**src/rtl/cla_multiword_seq_pkg.sv**
```systemverilog
// Shared word width and sequencer state encoding for the multi-word CLA sequencer.
package cla_multiword_seq_pkg;

  localparam int unsigned WORD_W = 16;

  typedef enum logic [1:0] {
    ST_IDLE = 2'b00,
    ST_RUN  = 2'b01,
    ST_DONE = 2'b10
  } state_e;

endpackage

```
**src/rtl/CLA_16.sv**
```systemverilog
// 16-bit carry-lookahead adder slice: four 4-bit groups with group generate/propagate.
module CLA_16 (
  input  logic [15:0] X,
  input  logic [15:0] Y,
  input  logic        Cin,
  output logic [15:0] S,
  output logic        Cout
);

  logic [15:0] g;
  logic [15:0] p;
  logic [15:0] c;
  logic [3:0]  gg;
  logic [3:0]  gp;
  logic [4:0]  bc;

  always_comb begin
    g  = X & Y;
    p  = X ^ Y;
    c  = '0;
    gg = '0;
    gp = '0;
    bc = '0;
    for (int b = 0; b < 4; b++) begin
      gg[b] = g[4*b+3] | (p[4*b+3] & g[4*b+2]) | (p[4*b+3] & p[4*b+2] & g[4*b+1])
            | (p[4*b+3] & p[4*b+2] & p[4*b+1] & g[4*b]);
      gp[b] = &p[4*b +: 4];
    end
    // Group carries resolve from group terms; bit carries only ripple inside a group.
    bc[0] = Cin;
    for (int b = 0; b < 4; b++) begin
      bc[b+1] = gg[b] | (gp[b] & bc[b]);
    end
    for (int i = 0; i < 16; i++) begin
      if (i % 4 == 0) c[i] = bc[i/4];
      else            c[i] = g[i-1] | (p[i-1] & c[i-1]);
    end
    S    = p ^ c;
    Cout = bc[4];
  end

endmodule

```
**src/rtl/cla_multiword_seq.sv**
```systemverilog
// Multi-word add/subtract sequencer: one CLA_16 slice reused LS word first, carry chained
// through a register, valid/ready handshakes on operand and result sides.
module cla_multiword_seq
  import cla_multiword_seq_pkg::*;
#(
  parameter int unsigned WORDS = 4
) (
  input  logic                      clk,
  input  logic                      rst,
  input  logic                      in_valid,
  output logic                      in_ready,
  input  logic                      op_sub,
  input  logic [WORD_W*WORDS-1:0]   A,
  input  logic [WORD_W*WORDS-1:0]   B,
  output logic                      out_valid,
  input  logic                      out_ready,
  output logic [WORD_W*WORDS-1:0]   S,
  output logic                      cout,
  output logic                      ovf,
  output logic                      zero,
  output logic                      busy
);

  localparam int unsigned TOT_W = WORD_W * WORDS;
  localparam int unsigned IDX_W = $clog2(WORDS);

  state_e             state_q;
  state_e             state_d;
  logic [TOT_W-1:0]   a_q;
  logic [TOT_W-1:0]   b_q;
  logic               sub_q;
  logic [IDX_W-1:0]   idx_q;
  logic               carry_q;

  logic [31:0]        base_c;
  logic [WORD_W-1:0]  x_c;
  logic [WORD_W-1:0]  y_c;
  logic [WORD_W-1:0]  sum_c;
  logic               slice_cout_c;
  logic [TOT_W-1:0]   s_full_c;
  logic               last_c;
  logic               ovf_c;
  logic               accept_c;

  CLA_16 u_slice (
    .X    (x_c),
    .Y    (y_c),
    .Cin  (carry_q),
    .S    (sum_c),
    .Cout (slice_cout_c)
  );

  // Word selection and flag terms for the current RUN step
  always_comb begin
    base_c   = 32'(idx_q) * WORD_W;
    x_c      = a_q[base_c +: WORD_W];
    y_c      = b_q[base_c +: WORD_W] ^ {WORD_W{sub_q}};
    s_full_c = S;
    s_full_c[base_c +: WORD_W] = sum_c;
    last_c   = (idx_q == IDX_W'(WORDS - 1));
    ovf_c    = (x_c[WORD_W-1] == y_c[WORD_W-1]) && (sum_c[WORD_W-1] != x_c[WORD_W-1]);
    accept_c = in_valid && (state_q == ST_IDLE);
  end

  always_comb begin
    state_d = state_q;
    case (state_q)
      ST_IDLE: if (accept_c)  state_d = ST_RUN;
      ST_RUN:  if (last_c)    state_d = ST_DONE;
      ST_DONE: if (out_ready) state_d = ST_IDLE;
      default:                state_d = ST_IDLE;
    endcase
  end

  // Handshake/status outputs are registered copies of the next state
  always_ff @(posedge clk or posedge rst) begin
    if (rst) begin
      state_q   <= ST_IDLE;
      in_ready  <= 1'b1;
      out_valid <= 1'b0;
      busy      <= 1'b0;
    end else begin
      state_q   <= state_d;
      in_ready  <= (state_d == ST_IDLE);
      out_valid <= (state_d == ST_DONE);
      busy      <= (state_d != ST_IDLE);
    end
  end

  always_ff @(posedge clk or posedge rst) begin
    if (rst) begin
      a_q     <= '0;
      b_q     <= '0;
      sub_q   <= 1'b0;
      idx_q   <= '0;
      carry_q <= 1'b0;
      S       <= '0;
      cout    <= 1'b0;
      ovf     <= 1'b0;
      zero    <= 1'b0;
    end else if (accept_c) begin
      a_q     <= A;
      b_q     <= B;
      sub_q   <= op_sub;
      idx_q   <= '0;
      carry_q <= op_sub;
    end else if (state_q == ST_RUN) begin
      S       <= s_full_c;
      carry_q <= slice_cout_c;
      idx_q   <= idx_q + IDX_W'(1);
      if (last_c) begin
        cout <= slice_cout_c;
        ovf  <= ovf_c;
        zero <= (s_full_c == '0);
      end
    end
  end

endmodule

```
**config.mk**
```make
export PLATFORM = sky130hd
export DESIGN_NAME = cla_multiword_seq
export DESIGN_NICKNAME = d
export VERILOG_FILES = /design/src/rtl/cla_multiword_seq_pkg.sv /design/src/rtl/CLA_16.sv /design/src/rtl/cla_multiword_seq.sv
export SDC_FILE = /design/constraint.sdc
export NUM_CORES = 1
export LEC_CHECK = 0
export ABC_AREA = 1
export CAP_MARGIN = 10
export CORE_MARGIN = 2
export CORE_UTILIZATION = 30
export CTS_BUF_LIST = sky130_fd_sc_hd__clkbuf_8
export CTS_CLUSTER_SIZE = 28
export DETAILED_ROUTE_END_ITERATION = 12
export GPL_ROUTABILITY_DRIVEN = 1
export PLACE_DENSITY = 0.58
export SYNTH_ARGS = -nofsm -noshare
export SYNTH_HDL_FRONTEND = slang
export SYNTH_HIERARCHICAL = 1
export SYNTH_SLANG_ARGS = --single-unit
```
**constraint.sdc**
```tcl
create_clock -name clk -period 10.41 [get_ports clk]
set_input_delay 1.041 -clock clk [delete_from_list [all_inputs] [get_ports clk]]
set_output_delay 1.041 -clock clk [all_outputs]
set_load 0.01 [all_outputs]
```
---- Word level (Yosys, flattened, before mapping) ----
Index checks and enable logic that the tools add are counted.
cells by class
  $add $sub $neg .......................... 2
  multipliers ............................. 0
  divide/modulo/power cells ............... 0
  magnitude comparators ................... 0
  equal/unequal tests ..................... 6
  shifts and indexed selects .............. 4
  mux-type cells .......................... 9
  bitwise logic cells ..................... 69
  reduce and logical (&&, ||, !) cells .... 13
operator list
  cell                                                                       count
  64-bit by 7-bit variable part select with 16-bit output                    2
  64-bit bitwise mux                                                         1
  64-bit logical NOT                                                         1
  16-bit by 34-bit variable shift with 64-bit output (first input constant)  1
  16-bit by 34-bit variable part select with 64-bit output                   1
  16-bit bitwise XOR                                                         3
  1-bit AND                                                                  36
  6-bit negation with 34-bit output                                          1
  1-bit OR                                                                   28
  16-bit AND                                                                 1
  4-bit AND reduction                                                        4
  2-bit two-way mux                                                          5
  2-bit == test (second input constant)                                      3
  2-bit case mux with 3 select lines                                         1
  2-bit logical NOT                                                          2
  2-bit nonzero test                                                         2
  3-bit AND reduction                                                        1
  2-bit by 1-bit adder with 2-bit output (second input constant)             1
  2-bit by 1-bit == test with 1-bit output (second input constant)           1
  1-bit logical AND                                                          2
  1-bit two-way mux                                                          2
  2-bit AND reduction                                                        1
  1-bit == test                                                              1
  1-bit inequality test                                                      1
  1-bit NOT                                                                  1
word-level totals
  register bits after elaboration ......... 204
  latch bits .............................. 0
  RAM bits ................................ 0
  bits in read-only memories .............. 0
  output and inout port bits .............. 70
  memories ................................ 0

---- Depth between registers and ports, before layout ----
  depth in word-level cells ............... 22
  depth in mapped cells ................... 31
  gate-level depth less buffers ........... 28

---- By module ----
Netlist, hierarchy kept.
modules (own cells, without submodules)
  module             instances  cells an instance  area each (um2)
  cla_multiword_seq  1          1,338              9,985.8
  CLA_16             1          89                 725.7

---- Worst setup path before layout ----
No wires, ideal clock.
  kind .................................... register to register
  from .................................... reg idx_q[0]
  to ...................................... reg zero
  library setup time ...................... 116 ps
  arrival time ............................ 4,158 ps
  data required time ...................... 10,294 ps
  path slack .............................. 6,135 ps
  stages on the path, launching flop included .. 30
  path buffers ............................ 4
  period minus slack after synthesis ...... 4,275 ps
  cell sequence ........................... dfrtp_1 > buf_6 > inv_4 > buf_2 > buf_2 > buf_2 > nor2_1 > o22ai_1 > ha_1 > nand3_1 > nor2_1 > nor2_1 > nand2_2 > nand2_2 > nand2_2 > fa_1 > fa_1 > fa_1 > xor2_1 > nand2_1 > nor2_1 > nand2_1 > nand2_1 > nor2_1 > nand2_1 > nor2_1 > nand2_1 > nor2_1 > nand2_1 > nand2_1
RTL lines
  what                                                          RTL line                    RTL
  start: declaration                                            cla_multiword_seq.sv:32     logic [IDX_W-1:0] idx_q;
  start signal: assignment                                      cla_multiword_seq.sv:110    idx_q <= idx_q + IDX_W'(1);
  64-bit by 7-bit variable part select with 16-bit output (*)   cla_multiword_seq.sv:56     x_c = a_q[base_c +: WORD_W];
  net x_c[5]                                                    cla_multiword_seq.sv:36     logic [WORD_W-1:0] x_c;
  16-bit AND / 16-bit bitwise XOR (equally long branches)       CLA_16.sv:18, CLA_16.sv:19
  1-bit AND (on tied branches)                                  CLA_16.sv:25, CLA_16.sv:26
  1-bit OR / 1-bit AND (equally long branches)                  CLA_16.sv:25, CLA_16.sv:26
  1-bit OR                                                      CLA_16.sv:26                | (p[4*b+3] & p[4*b+2] & p[4*b+1] & g[4*b]);
  1-bit OR (*)                                                  CLA_16.sv:32                bc[b+1] = gg[b] | (gp[b] & bc[b]);
  1-bit AND (*)                                                 CLA_16.sv:32
  (+4 left out)                                                 -
  1-bit OR (*)                                                  CLA_16.sv:36                else c[i] = g[i-1] | (p[i-1] & c[i-1]);
  1-bit AND (*)                                                 CLA_16.sv:36
  1-bit OR (*)                                                  CLA_16.sv:36
  16-bit bitwise XOR (*)                                        CLA_16.sv:38                S = p ^ c;
  net sum_c[15]                                                 cla_multiword_seq.sv:38     logic [WORD_W-1:0] sum_c;
  16-bit by 34-bit variable part select with 64-bit output (*)  cla_multiword_seq.sv:59     s_full_c[base_c +: WORD_W] = sum_c;
  64-bit bitwise mux (*)                                        cla_multiword_seq.sv:59
  64-bit logical NOT (*)                                        cla_multiword_seq.sv:114    zero <= (s_full_c == '0);
  end signal: assignment                                        cla_multiword_seq.sv:114
  end: declaration                                              cla_multiword_seq.sv:20     output logic zero,
The timed path passes the listed nets; every way through them passes the cells marked *.
A chain may end at the register's enable or synchronous reset.

---- Worst setup path after layout ----
  from .................................... reg idx_q[0]
  to ...................................... reg zero
RTL lines
  what                                                          RTL line                    RTL
  64-bit by 7-bit variable part select with 16-bit output (*)   cla_multiword_seq.sv:57     y_c = b_q[base_c +: WORD_W] ^ {WORD_W{sub_q}};
  16-bit bitwise XOR (*)                                        cla_multiword_seq.sv:57
  net y_c[10]                                                   cla_multiword_seq.sv:37     logic [WORD_W-1:0] y_c;
  16-bit AND / 16-bit bitwise XOR (equally long branches)       CLA_16.sv:18, CLA_16.sv:19
  1-bit AND (on tied branches)                                  CLA_16.sv:25, CLA_16.sv:26
  1-bit OR (tied with other cells)                              CLA_16.sv:25                gg[b] = g[4*b+3] | (p[4*b+3] & g[4*b+2]) | (p[4*b+3] & p[4*b+2] & g[4*b+1])
  1-bit OR / 1-bit AND (equally long branches)                  CLA_16.sv:25, CLA_16.sv:26
  1-bit OR                                                      CLA_16.sv:26
  (+4 left out)                                                 -
  1-bit OR (*)                                                  CLA_16.sv:36
  1-bit AND (*)                                                 CLA_16.sv:36
  1-bit OR (*)                                                  CLA_16.sv:36
  16-bit bitwise XOR (*)                                        CLA_16.sv:38
  net sum_c[15]                                                 cla_multiword_seq.sv:38
  16-bit by 34-bit variable part select with 64-bit output (*)  cla_multiword_seq.sv:59
  64-bit bitwise mux (*)                                        cla_multiword_seq.sv:59
  64-bit logical NOT (*)                                        cla_multiword_seq.sv:114
Marks and branches as above.

==> impl_metrics.tcl <==
set metrics [dict create \
    fp.dieArea_um2 37200 \
    grt_antenna_before_repair 0 \
    post_cts_buffers 0 \
    synth.area.top_cells "dfrtp_1, nand2_1, nor2_1, o21ai_0, ha_1" \
    slew_headroom_pct 33.3 \
    final_common_cell "nand2_1" \
    grt_pass1_vias 9622 \
    cts_tree "yes" \
    status "finished, final reports clean" \
    syn2layout_area_growth_pct 28.2 \
    start_kind "register" \
    first_iter_violations 910 \
    hold_class "register to register" \
    vias_per_cell 4.76 \
    drv_slew 0 \
    period_minus_slack_ps 4950 \
    startpoint "idx_q[0]$_DFFE_PP0P_" \
    synth_fp_nets 1594 \
    syn_area_per_cell_um2 7.51 \
    fin_crit_sh_pct 47.5 \
    timing.setup.tns_ps 0 \
    max_freq_mhz 202 \
    grt_usage_pct 18.9 \
    firstDrtPassIters 7 \
    r2r-end "zero$_DFFE_PP0P_" \
    worstMarginPinSlew_ps 1000 \
    htreeDepth 2 \
    initial_core_util_pct 30.3 \
    reg2reg_slack_ps 5460 \
    cts_hold_buffers 0 \
    worstPathCellList "buf_4 -> o21ai_0 -> o22ai_1 -> xor2_1 -> ha_1 -> nand4_1 -> and3_1 -> nand2_2 -> fa_1 -> fa_1 -> fa_1 -> xor2_1 -> inv_1 -> nor2_1 -> nand3_1 -> nand2_1 -> nor2_1 -> nand2_1 -> nor2_1 -> nand2_1 -> nor2_1 -> nand2_1 -> nand2_1" \
    r2r-start "idx_q[0]$_DFFE_PP0P_" \
    synth_top_cell_area_share_pct 47.4 \
    clkTransAtPathRegs_ps 70 \
    ant_nets 0 \
    synth_largest_area_cell "dfrtp_1" \
    wirelength_um 34800 \
    multi_input_area_um2 5010 \
    clockBufferDepth 3 \
    row_count 69 \
    rsz0062_at_grt "no" \
    cts_buffers 38 \
    clock_skew_ps 23.8 \
    grt_pass1_wl_um 54200 \
    die_x_um 193 \
    crit_buf_inv 2 \
    worstPathRequired_ps 10850 \
    ctsResizeCount 0 \
    synth_seq_cells 204 \
    arrival_ps 5380 \
    end_kind "register" \
    core_area_um2 35400 \
    yosys_warnings 6 \
    setup_viol_count_final 0 \
    hold_violations 0 \
    path_max_fanout 77 \
    synth.distinct_cells 33 \
    nNetsFinal 1766 \
    crit_cells 23 \
    hpwl_um 25700 \
    synthCells 1427 \
    reg2reg_depth 23 \
    hold_path_startpoint "b_q[17]$_DFFE_PP0P_" \
    overflow 0 \
    slowest_delay_ps 600 \
    synth.cell_area_um2 10700 \
    critical-path-top-delay-family "adder cells" \
    holdPathStages 2 \
    n_antenna_cell 0 \
    register_area_um2 5110 \
    maxCapViolations 0 \
    io_buffers 202 \
    gp_congestion 0.856 \
    drive_above_1_share_pct 5.23 \
    clock_latency_ps 540 \
    drc 0 \
    ys_seq_area_share_pct 47.7 \
    hold_end "b_q[17]$_DFFE_PP0P_" \
    clkSinkCount 204 \
    timing_worst_setup_path_type "register to register" \
    slowest_stage "buf_4" \
    clock-root-buffer "clkbuf_8" \
    grt_max_degree 132 \
    io_pins 203 \
    crit_top_cell "nand2_1" \
    final_cell_mix "nand2_1, dfrtp_1, clkdlybuf4s50_1" \
    vias 9923 \
    die-height_um 193 \
    wl_per_cell_um 16.7 \
    nFillCells 3695 \
]
registers in the layout, indices dropped and copies added, names as in the netlist, 2 cells and up:
name and flops:
idx_q 2, state_q 2, b_q 64, a_q 64, S 64
stage by stage:
stage               cell area [µm²]  std cells  hold slack [ps]  utilization (%)  worst slack (ps)
CTS                           13700       2086              478             38.8              5560
global route                  13700       2086              495             38.8              5080
finish                        13700       2086              476             38.8              5460
floorplan                     10700       1427              444                -              3800
detailed placement            13000       2020              462             36.8              5560
global placement              13000       2020              460             36.8              5690
worst max-delay path by stage:
stage | endpoint
after detailed placement | zero$_DFFE_PP0P_
after global routing | zero$_DFFE_PP0P_
final | zero$_DFFE_PP0P_
after floorplan | S[0]$_DFFE_PP0P_
after global placement | zero$_DFFE_PP0P_
after CTS | zero$_DFFE_PP0P_
kinds of logic after synthesis:
family | share of synthesized area [%]
buffers and inverters | 5.69
adder cells (fa/ha/maj) | 4.81
XOR/XNOR | 1.71
AO/OA/AOI/OAI | 9.11
AND/OR/NAND/NOR | 31.0
flip-flops | 47.7
cell type report:
| type | count | area share [%] |
|---|---|---|
| multi-input cells | 1084 | 36.5 |
| flip-flops and latches | 204 | 37.2 |
| clock inverters | 20 | 0.656 |
| clock buffers | 46 | 4.61 |
| repair buffers | 209 | 15.1 |
| inverters | 62 | 1.79 |
| well taps | 461 | 4.20 |
per-layer routing:
| layer | routed length [µm] | share of wire, % | vias to the layer above | track usage [%] |
|---|---|---|---|---|
| li1 | - | - | 4879 | - |
| met5 | 0 | 0 | - | 0 |
| met2 | 16100 | 46 | 363 | 30.1 |
| met4 | 922 | 2.6 | 0 | 6.24 |
| met1 | 15600 | 45 | 4613 | 26.4 |
| met3 | 2230 | 6.4 | 68 | 2.95 |
worst register-to-register path, cell delays in order (launching register included):
cell	delay, ps
dfrtp_2	380
buf_4	600
o21ai_0	230
o22ai_1	240
xor2_1	360
ha_1	330
nand4_1	100
and3_1	190
nand2_2	80
fa_1	380
fa_1	400
fa_1	390
xor2_1	330
inv_1	130
nor2_1	120
nand3_1	100
nand2_1	120
nor2_1	50
nand2_1	50
nor2_1	40
nand2_1	70
nor2_1	50
nand2_1	50
nand2_1	40
synth_stat cells:
cell type	instances
a21oi_1	3
a22oi_1	1
a31oi_1	40
and3_1	2
buf_1	6
buf_2	28
buf_4	3
buf_6	5
clkbuf_1	34
clkbuf_2	1
dfrtp_1	203
dfstp_2	1
fa_1	12
ha_1	22
inv_1	57
inv_2	4
inv_4	1
nand2_1	623
nand2_2	8
nand3_1	45
nand3_2	2
nand4_1	1
nor2_1	170
nor2_2	5
o211ai_1	1
o21ai_0	91
o21ai_1	2
o21bai_1	2
o22ai_1	32
o31ai_1	2
xnor2_1	2
xor2_1	17
xor2_2	1
Power is left out: the tool's default activity adds up to more than one toggle a clock period on the data nets, which glitch-free logic cannot reach.
